$ cat config.mk
export PLATFORM = sky130hd
export DESIGN_NAME = irq_source_ctrl_flat
export DESIGN_NICKNAME = d
export VERILOG_FILES = /design/src/rtl/irq_source_ctrl_if.sv /design/src/rtl/irq_source_ctrl.sv /design/src/flat_wrapper.sv
export SDC_FILE = /design/constraint.sdc
export NUM_CORES = 1
export LEC_CHECK = 0
export ABC_AREA = 0
export CAP_MARGIN = 10
export CORE_ASPECT_RATIO = 1.75
export CORE_MARGIN = 5
export CORE_UTILIZATION = 35
export CTS_BUF_LIST = sky130_fd_sc_hd__clkbuf_16
export DETAILED_ROUTE_END_ITERATION = 16
export GPL_ROUTABILITY_DRIVEN = 0
export GPL_TIMING_DRIVEN = 0
export HOLD_SLACK_MARGIN = 0.03
export PLACE_DENSITY = 0.61
export SLEW_MARGIN = 20
export SYNTH_ARGS = -nofsm -noshare
export SYNTH_HDL_FRONTEND = slang
export SYNTH_SLANG_ARGS = --single-unit
$ cat constraint.sdc
create_clock -name clk -period 6.8 [get_ports clk]
set_clock_uncertainty 0.15 [all_clocks]
set_input_delay 2.04 -clock clk [delete_from_list [all_inputs] [get_ports clk]]
set_output_delay 2.04 -clock clk [all_outputs]
set_load 0.005 [all_outputs]
$ cat src/rtl/irq_source_ctrl_if.sv
// Memory-mapped register bus for irq_source_ctrl: address, write strobe,
// write data and registered read data.
interface irq_source_ctrl_if;
    logic [31:0] data_address;
    logic        wr_en;
    logic [31:0] wr_data;
    logic [31:0] rd_data;

    modport master (
        output data_address,
        output wr_en,
        output wr_data,
        input  rd_data
    );

    modport slave (
        input  data_address,
        input  wr_en,
        input  wr_data,
        output rd_data
    );
endinterface

$ cat src/rtl/irq_source_ctrl.sv
// Interrupt source controller: rising-edge event capture, software trigger,
// W1C pending register, per-line enable (line 0 is an unmaskable NMI) and a
// periodic down-counter timer that raises line 15.
module irq_source_ctrl (
    input  logic                   clk,
    input  logic                   rst,
    irq_source_ctrl_if.slave       bus,
    input  logic [15:0]            event_in,
    output logic [15:0]            irq_out,
    output logic                   timer_tick
);

    localparam logic [31:0] ADDR_PEND   = 32'hFFFF_FF20;
    localparam logic [31:0] ADDR_ENABLE = 32'hFFFF_FF24;
    localparam logic [31:0] ADDR_SWTRIG = 32'hFFFF_FF28;
    localparam logic [31:0] ADDR_RELOAD = 32'hFFFF_FF2C;
    localparam logic [31:0] ADDR_COUNT  = 32'hFFFF_FF30;

    logic [15:0] event_in_q;
    logic        armed_q;      // low until the first edge after reset
    logic [15:0] pending_q;
    logic [15:1] enable_q;
    logic [31:0] reload_q;
    logic [31:0] count_q;

    logic        wr_pend;
    logic        wr_enable;
    logic        wr_swtrig;
    logic        wr_reload;
    logic        expire;
    logic [15:0] event_vec;
    logic [15:0] set_vec;
    logic [15:0] clr_vec;
    logic [15:0] enable_full;
    logic [15:0] enable_next;
    logic [15:0] pending_next;
    logic [15:0] irq_next;
    logic [31:0] count_next;
    logic [31:0] rd_next;

    // Address decode, set/clear arbitration, timer next value and read mux.
    always_comb begin
        wr_pend     = bus.wr_en && (bus.data_address == ADDR_PEND);
        wr_enable   = bus.wr_en && (bus.data_address == ADDR_ENABLE);
        wr_swtrig   = bus.wr_en && (bus.data_address == ADDR_SWTRIG);
        wr_reload   = bus.wr_en && (bus.data_address == ADDR_RELOAD);

        expire      = (reload_q != 32'd0) && (count_q == 32'd1);

        // A line already high when reset releases is absorbed into event_in_q
        // on the first edge instead of being reported as an edge.
        event_vec   = event_in & ~event_in_q & {16{armed_q}};

        set_vec     = event_vec;
        if (wr_swtrig)
            set_vec = set_vec | bus.wr_data[15:0];
        if (expire)
            set_vec[15] = 1'b1;

        clr_vec     = 16'h0000;
        if (wr_pend)
            clr_vec = bus.wr_data[15:0];

        pending_next = (pending_q & ~clr_vec) | set_vec;

        enable_full = {enable_q, 1'b1};
        enable_next = enable_full;
        if (wr_enable)
            enable_next = {bus.wr_data[15:1], 1'b1};

        // New sets reach irq_out one edge after pending (two-cycle event
        // latency), while clears and enable changes take effect on the edge
        // of the write itself. A clear that loses to a set is no clear.
        irq_next    = pending_q & ~(clr_vec & ~set_vec) & enable_next;

        if (wr_reload)
            count_next = bus.wr_data;
        else if (reload_q == 32'd0)
            count_next = 32'd0;
        else if (expire)
            count_next = reload_q;
        else
            count_next = count_q - 32'd1;

        rd_next = 32'd0;
        case (bus.data_address)
            ADDR_PEND:   rd_next = {16'h0000, pending_q};
            ADDR_ENABLE: rd_next = {16'h0000, enable_full};
            ADDR_RELOAD: rd_next = reload_q;
            ADDR_COUNT:  rd_next = count_q;
            default:     rd_next = 32'd0;
        endcase
    end

    // Edge detector history and post-reset arming.
    always_ff @(posedge clk or posedge rst) begin
        if (rst) begin
            event_in_q <= 16'h0000;
            armed_q    <= 1'b0;
        end else begin
            event_in_q <= event_in;
            armed_q    <= 1'b1;
        end
    end

    // Pending, enable and registered interrupt lines.
    always_ff @(posedge clk or posedge rst) begin
        if (rst) begin
            pending_q <= 16'h0000;
            enable_q  <= 15'h0000;
            irq_out   <= 16'h0000;
        end else begin
            pending_q <= pending_next;
            enable_q  <= enable_next[15:1];
            irq_out   <= irq_next;
        end
    end

    // Periodic timer: RELOAD=0 parks the counter at zero.
    always_ff @(posedge clk or posedge rst) begin
        if (rst) begin
            reload_q   <= 32'd0;
            count_q    <= 32'd0;
            timer_tick <= 1'b0;
        end else begin
            if (wr_reload)
                reload_q <= bus.wr_data;
            count_q    <= count_next;
            timer_tick <= expire;
        end
    end

    // Registered read data, sampled from pre-write register values.
    always_ff @(posedge clk or posedge rst) begin
        if (rst)
            bus.rd_data <= 32'd0;
        else
            bus.rd_data <= rd_next;
    end

endmodule
$ cat src/flat_wrapper.sv
// flat-port wrapper written by rule: the top's interface ports become plain ports
module irq_source_ctrl_flat 
  (clk, rst, event_in, irq_out, timer_tick, bus_data_address, bus_wr_en, bus_wr_data, bus_rd_data);
  irq_source_ctrl_if bus_i ();
  input  logic clk;
  input  logic rst;
  input  logic [15:0] event_in;
  output logic [15:0] irq_out;
  output logic timer_tick;
  input wire logic [$bits(bus_i.data_address)-1:0] bus_data_address;
  input wire logic [$bits(bus_i.wr_en)-1:0] bus_wr_en;
  input wire logic [$bits(bus_i.wr_data)-1:0] bus_wr_data;
  output wire logic [$bits(bus_i.rd_data)-1:0] bus_rd_data;
  assign bus_i.data_address = bus_data_address;
  assign bus_i.wr_en = bus_wr_en;
  assign bus_i.wr_data = bus_wr_data;
  assign bus_rd_data = bus_i.rd_data;
  irq_source_ctrl u_core (.clk(clk), .rst(rst), .bus(bus_i), .event_in(event_in), .irq_out(irq_out), .timer_tick(timer_tick));
endmodule
# After elaboration in Yosys (flattened, before gate mapping)
# Cells that the tools add are included.
# word_totals
output_inout_bits	49
reg_bits	161
wordCells	43
# op_classes
eq_ne	6
reduce_logical	7
bitwise_logic	12
muxes	8
addsub	1
# op_table
op	n
32-bit equality test (second input constant)	5
32-bit case mux with 4 select lines	1
16-bit AND	6
32-bit 2-to-1 mux	3
16-bit NOT	4
16-bit 2-to-1 mux	3
32-bit by 1-bit equality test with 1-bit output (second input constant)	1
32-bit zero test	1
16-bit OR	2
32-bit nonzero test	1
32-bit by 1-bit subtractor with 32-bit output (second input constant)	1
1-bit logical AND	5
1-bit 2-to-1 mux	1

# Longest topological paths before layout
# logic_depth
ltp_word	11
mapped_depth	11

# Least setup slack after synthesis
# No wires, ideal clock.
# synth_path
path_type	in2reg
from	input port bus_data_address[6]
to	register u_core.pending_q[10]
required_ns	6.524
slack_ns	2.510
n_path_buf	1
cell_stages	7
arrival_time_ns	4.014
setup_ns	0.126
cell_sequence	nand4b_1 > nor4_1 > nand3_1 > nor2_1 > buf_2 > nand2_1 > a221o_1
# synth_via
elab_chain_len	6
word_cells_on_any_way	9
classes_between	eq/ne: 2; mux: 2; bitwise: 3; reduce/logical: 2
# synth_lines
element	line	source
start: declaration	flat_wrapper.sv:10	input wire logic [$bits(bus_i.data_address)-1:0] bus_data_address;
32-bit equality test	irq_source_ctrl.sv:43	wr_pend = bus.wr_en && (bus.data_address == ADDR_PEND);
1-bit logical AND	irq_source_ctrl.sv:43	
16-bit 2-to-1 mux	irq_source_ctrl.sv:61	if (wr_pend)
16-bit NOT	irq_source_ctrl.sv:64	pending_next = (pending_q & ~clr_vec) | set_vec;
16-bit AND	irq_source_ctrl.sv:64	
16-bit OR (*)	irq_source_ctrl.sv:64	
via u_core.pending_next[10]	irq_source_ctrl.sv:36	logic [15:0] pending_next;
end signal: assignment	irq_source_ctrl.sv:113	pending_q <= pending_next;
end: declaration	irq_source_ctrl.sv:21	logic [15:0] pending_q;
# The timed path passes the listed nets; every way through them passes the cells marked *.
# A chain may end at the register's enable or synchronous reset.

# Worst setup path in the final report
# layout_path
from	input port bus_data_address[23]
to	register u_core.pending_q[4]
# Same word-level chain as after synthesis.

==> flow_summary.ini <==
[cells_and_area]
area_growth_pct = 30.4
fill_cells = 1947
antenna_cells = 0
fin_cells = 1089
final_util = 0.460
most-common-layout-cells = dfrtp_1 (161), nand2_1 (150), clkdlybuf4s50_1 (129)
nets = 909
layout_commonest_cell = dfrtp_1
drive_gt1_frac = 0.0944

[worst_setup_path]
crit_path_cell_trace = clkdlybuf4s50_1 -> nand4_1 -> nor4_1 -> nand3_1 -> nor2_1 -> buf_2 -> nand2_1 -> a221o_1
reg2reg_to = u_core.count_q[25]$_DFF_PP0_
cp_top_family = simple AND/OR/NAND/NOR gates
startpoint_type = primary input
r2r_start = u_core.count_q[4]$_DFF_PP0_
regToRegSetupSlack_ns = 3.75
r2r_cells = 9
crit_cells = 8
cp.buffers_inverters = 2
worstSetupStartpoint = bus_data_address[23]
cp.arrival_ns = 5.50
critPathSlowestCell = nor4_1
crit_end = u_core.pending_q[4]$_DFF_PP0_
worstPathRequired_ns = 6.97
crit_type = primary input to register
worstPathMaxFanout = 10
max_stage_delay_ns = 0.80
worstSetupEndpointType = register

[hold_path]
min_from = u_core.enable_q[14]$_DFF_PP0_
holdCritPathClass = register to register

[place]
pre_cts_ws_ns = 0.964
post-place-cells = 1057
port-buffer-count = 129
hpwl_mm = 16.4

[clock_tree]
clk_pin_slew_ns = 0.07
clock_path_buffers = 2
root_buffer = clkbuf_16
post_cts_resized = 0
cts_num_sinks = 161
insertion_delay_ns = 0.43
post_cts_buffers = 0
numCtsBuffers = 17
cts_tree = yes
cts_max_level = 4
cts-hold-fix-buffers = 0

[die]
initial_core_util = 0.353
dieWidth_um = 119
num_rows = 70
die_area_um2 = 24000
num_io_pins = 132
core_area_um2 = 20800
die_y_um = 201

[power_and_ir_drop]
total_power_mw = 2.03
leakagePower_nw = 4.59
ir_drop_uv = 143
p_per_area_nw_per_um2 = 213

[timing]
finalSetupViolations = 0
rsz0062_at_grt = false
hold_viol = 0
post-route-worst-setup-slack_ns = 1.47
max_clock_freq_ghz = 0.188
drv_slew = 0
finalCritPeriodShare = 0.784
max_slew_margin = 0.379
min_period_ns = 5.33
tightest_slew_ns = 0.923

[job]
maxCapViolations = 0

[logic_synthesis]
ys_async_sr_fraction = 1.00
ys_seq_area_frac = 0.550
synth_ff_type = dfrtp_1
syn-num-nets = 760
synth_top_area_frac = 0.550
yosysWarnings = 0
synth_seq_cells = 161
synth_area_leaders = dfrtp_1 (55%), nand2_1 (7.7%), mux2i_1 (4.2%), o211ai_2 (2.6%), a22o_1 (2.5%)
syn_area_um2 = 7320
yosys.area.top_type = dfrtp_1
synth_edf_count = 0
synth_cells = 675
synth_cell_types = 60
syn_avg_cell_area_um2 = 10.8

[run_status]
status = complete, no violations

[routing]
ant_nets = 0
dr.pass1.iters = 4
routedWlPerCell_um = 20.0
drtIter0Drc = 325
routed-via-count = 5882
drc = 0
wl_mm = 21.8
via_per_inst = 5.40

[global_route]
grt_max_degree = 99
grt.overflow.total = 0
grt_pass1_wl_mm = 34.7
antenna_found_initial = 0
grtUsageTotal = 0.186
grt_pass1_vias = 6155
-- Yosys cell counts, types with 6 or more instances --
cell type	n
a21oi_1	9
a22o_1	21
nor3_1	14
a221o_1	16
and3b_1	14
or4_1	7
nor4_1	15
xor2_1	6
inv_1	6
mux2i_1	31
xnor2_1	9
dfrtp_1	161
o21ai_0	10
nor2_1	27
o211ai_2	15
nand4_1	9
o211a_1	15
nand3_1	9
o22ai_1	16
mux2_2	15
or3_1	6
nand2_1	150
clkbuf_1	27
-- cells by family after synthesis --
family                   Yosys count  share of synthesized area
AO/OA/AOI/OAI                    133                      0.153
flip-flops                       161                      0.550
other                              1                   0.000512
buffers and inverters             43                     0.0267
XOR/XNOR                          15                     0.0179
multiplexers                      47                     0.0670
adder cells (fa/ha/maj)            2                    0.00342
AND/OR/NAND/NOR                  273                      0.181
-- cell type report --
type,instances,area (um^2),share of cell area
plain buffers,37,173,0.0181
clock buffers,17,425,0.0446
clock inverters,15,156,0.0164
inverters,6,30.0,0.00315
multi-input cells,471,3100,0.324
flip-flops and latches,161,4030,0.422
well taps,252,315,0.0330
repair buffers,130,1320,0.138
-- report_power, final --
part	switching [mW]	internal [mW]
combinational	0.0455	0.0534
clock	0.447	0.522
sequential	0.00165	0.962
-- per-stage QoR --
step	setup TNS [ns]	hold WS, ns	cell area (um^2)
floorplan	0	0.332	7320
global placement	-312.99	0.356	8930
detailed placement	0	0.362	8960
CTS	0	0.377	9540
global route	0	0.392	9540
finish	0	0.376	9540
-- state kept, by name (all words and copies together) (netlist names) --
name / count
u_core.reload_q: 32
u_core.irq_out: 16
u_core.enable_q: 15
u_core.bus.rd_data: 32
u_core.event_in_q: 16
u_core.timer_tick: 1
u_core.count_q: 32
u_core.armed_q: 1
u_core.pending_q: 16
-- per-layer routing --
layer,share of wire,up-vias,global-route usage
met1,0.38,2909,0.207
met2,0.55,158,0.342
met5,0,-,0
li1,-,2777,-
met3,0.035,38,0.0349
met4,0.034,0,0.0799
-- worst reg2reg max path: stages (launching register included) --
cell,delay (ns)
dfrtp_1,0.36
clkbuf_1,0.21
or4_1,0.53
clkbuf_1,0.18
or2_1,0.30
clkbuf_1,0.26
nor4b_1,0.50
xnor2_1,0.18
a21oi_1,0.08
a22o_1,0.20
-- worst min path at each step --
| stage | to | slack (ns) | cells past startpoint |
|---|---|---|---|
| finish | u_core.enable_q[14]$_DFF_PP0_ | 0.38 | 1 |
| global placement | u_core.enable_q[14]$_DFF_PP0_ | 0.36 | 1 |
| floorplan | u_core.irq_out[0]$_DFF_PP0_ | 0.33 | 1 |
| global route | u_core.enable_q[14]$_DFF_PP0_ | 0.39 | 1 |
| CTS | u_core.enable_q[5]$_DFF_PP0_ | 0.38 | 1 |
| detailed placement | u_core.enable_q[1]$_DFF_PP0_ | 0.36 | 1 |
(Power assumes the default switching activity.)
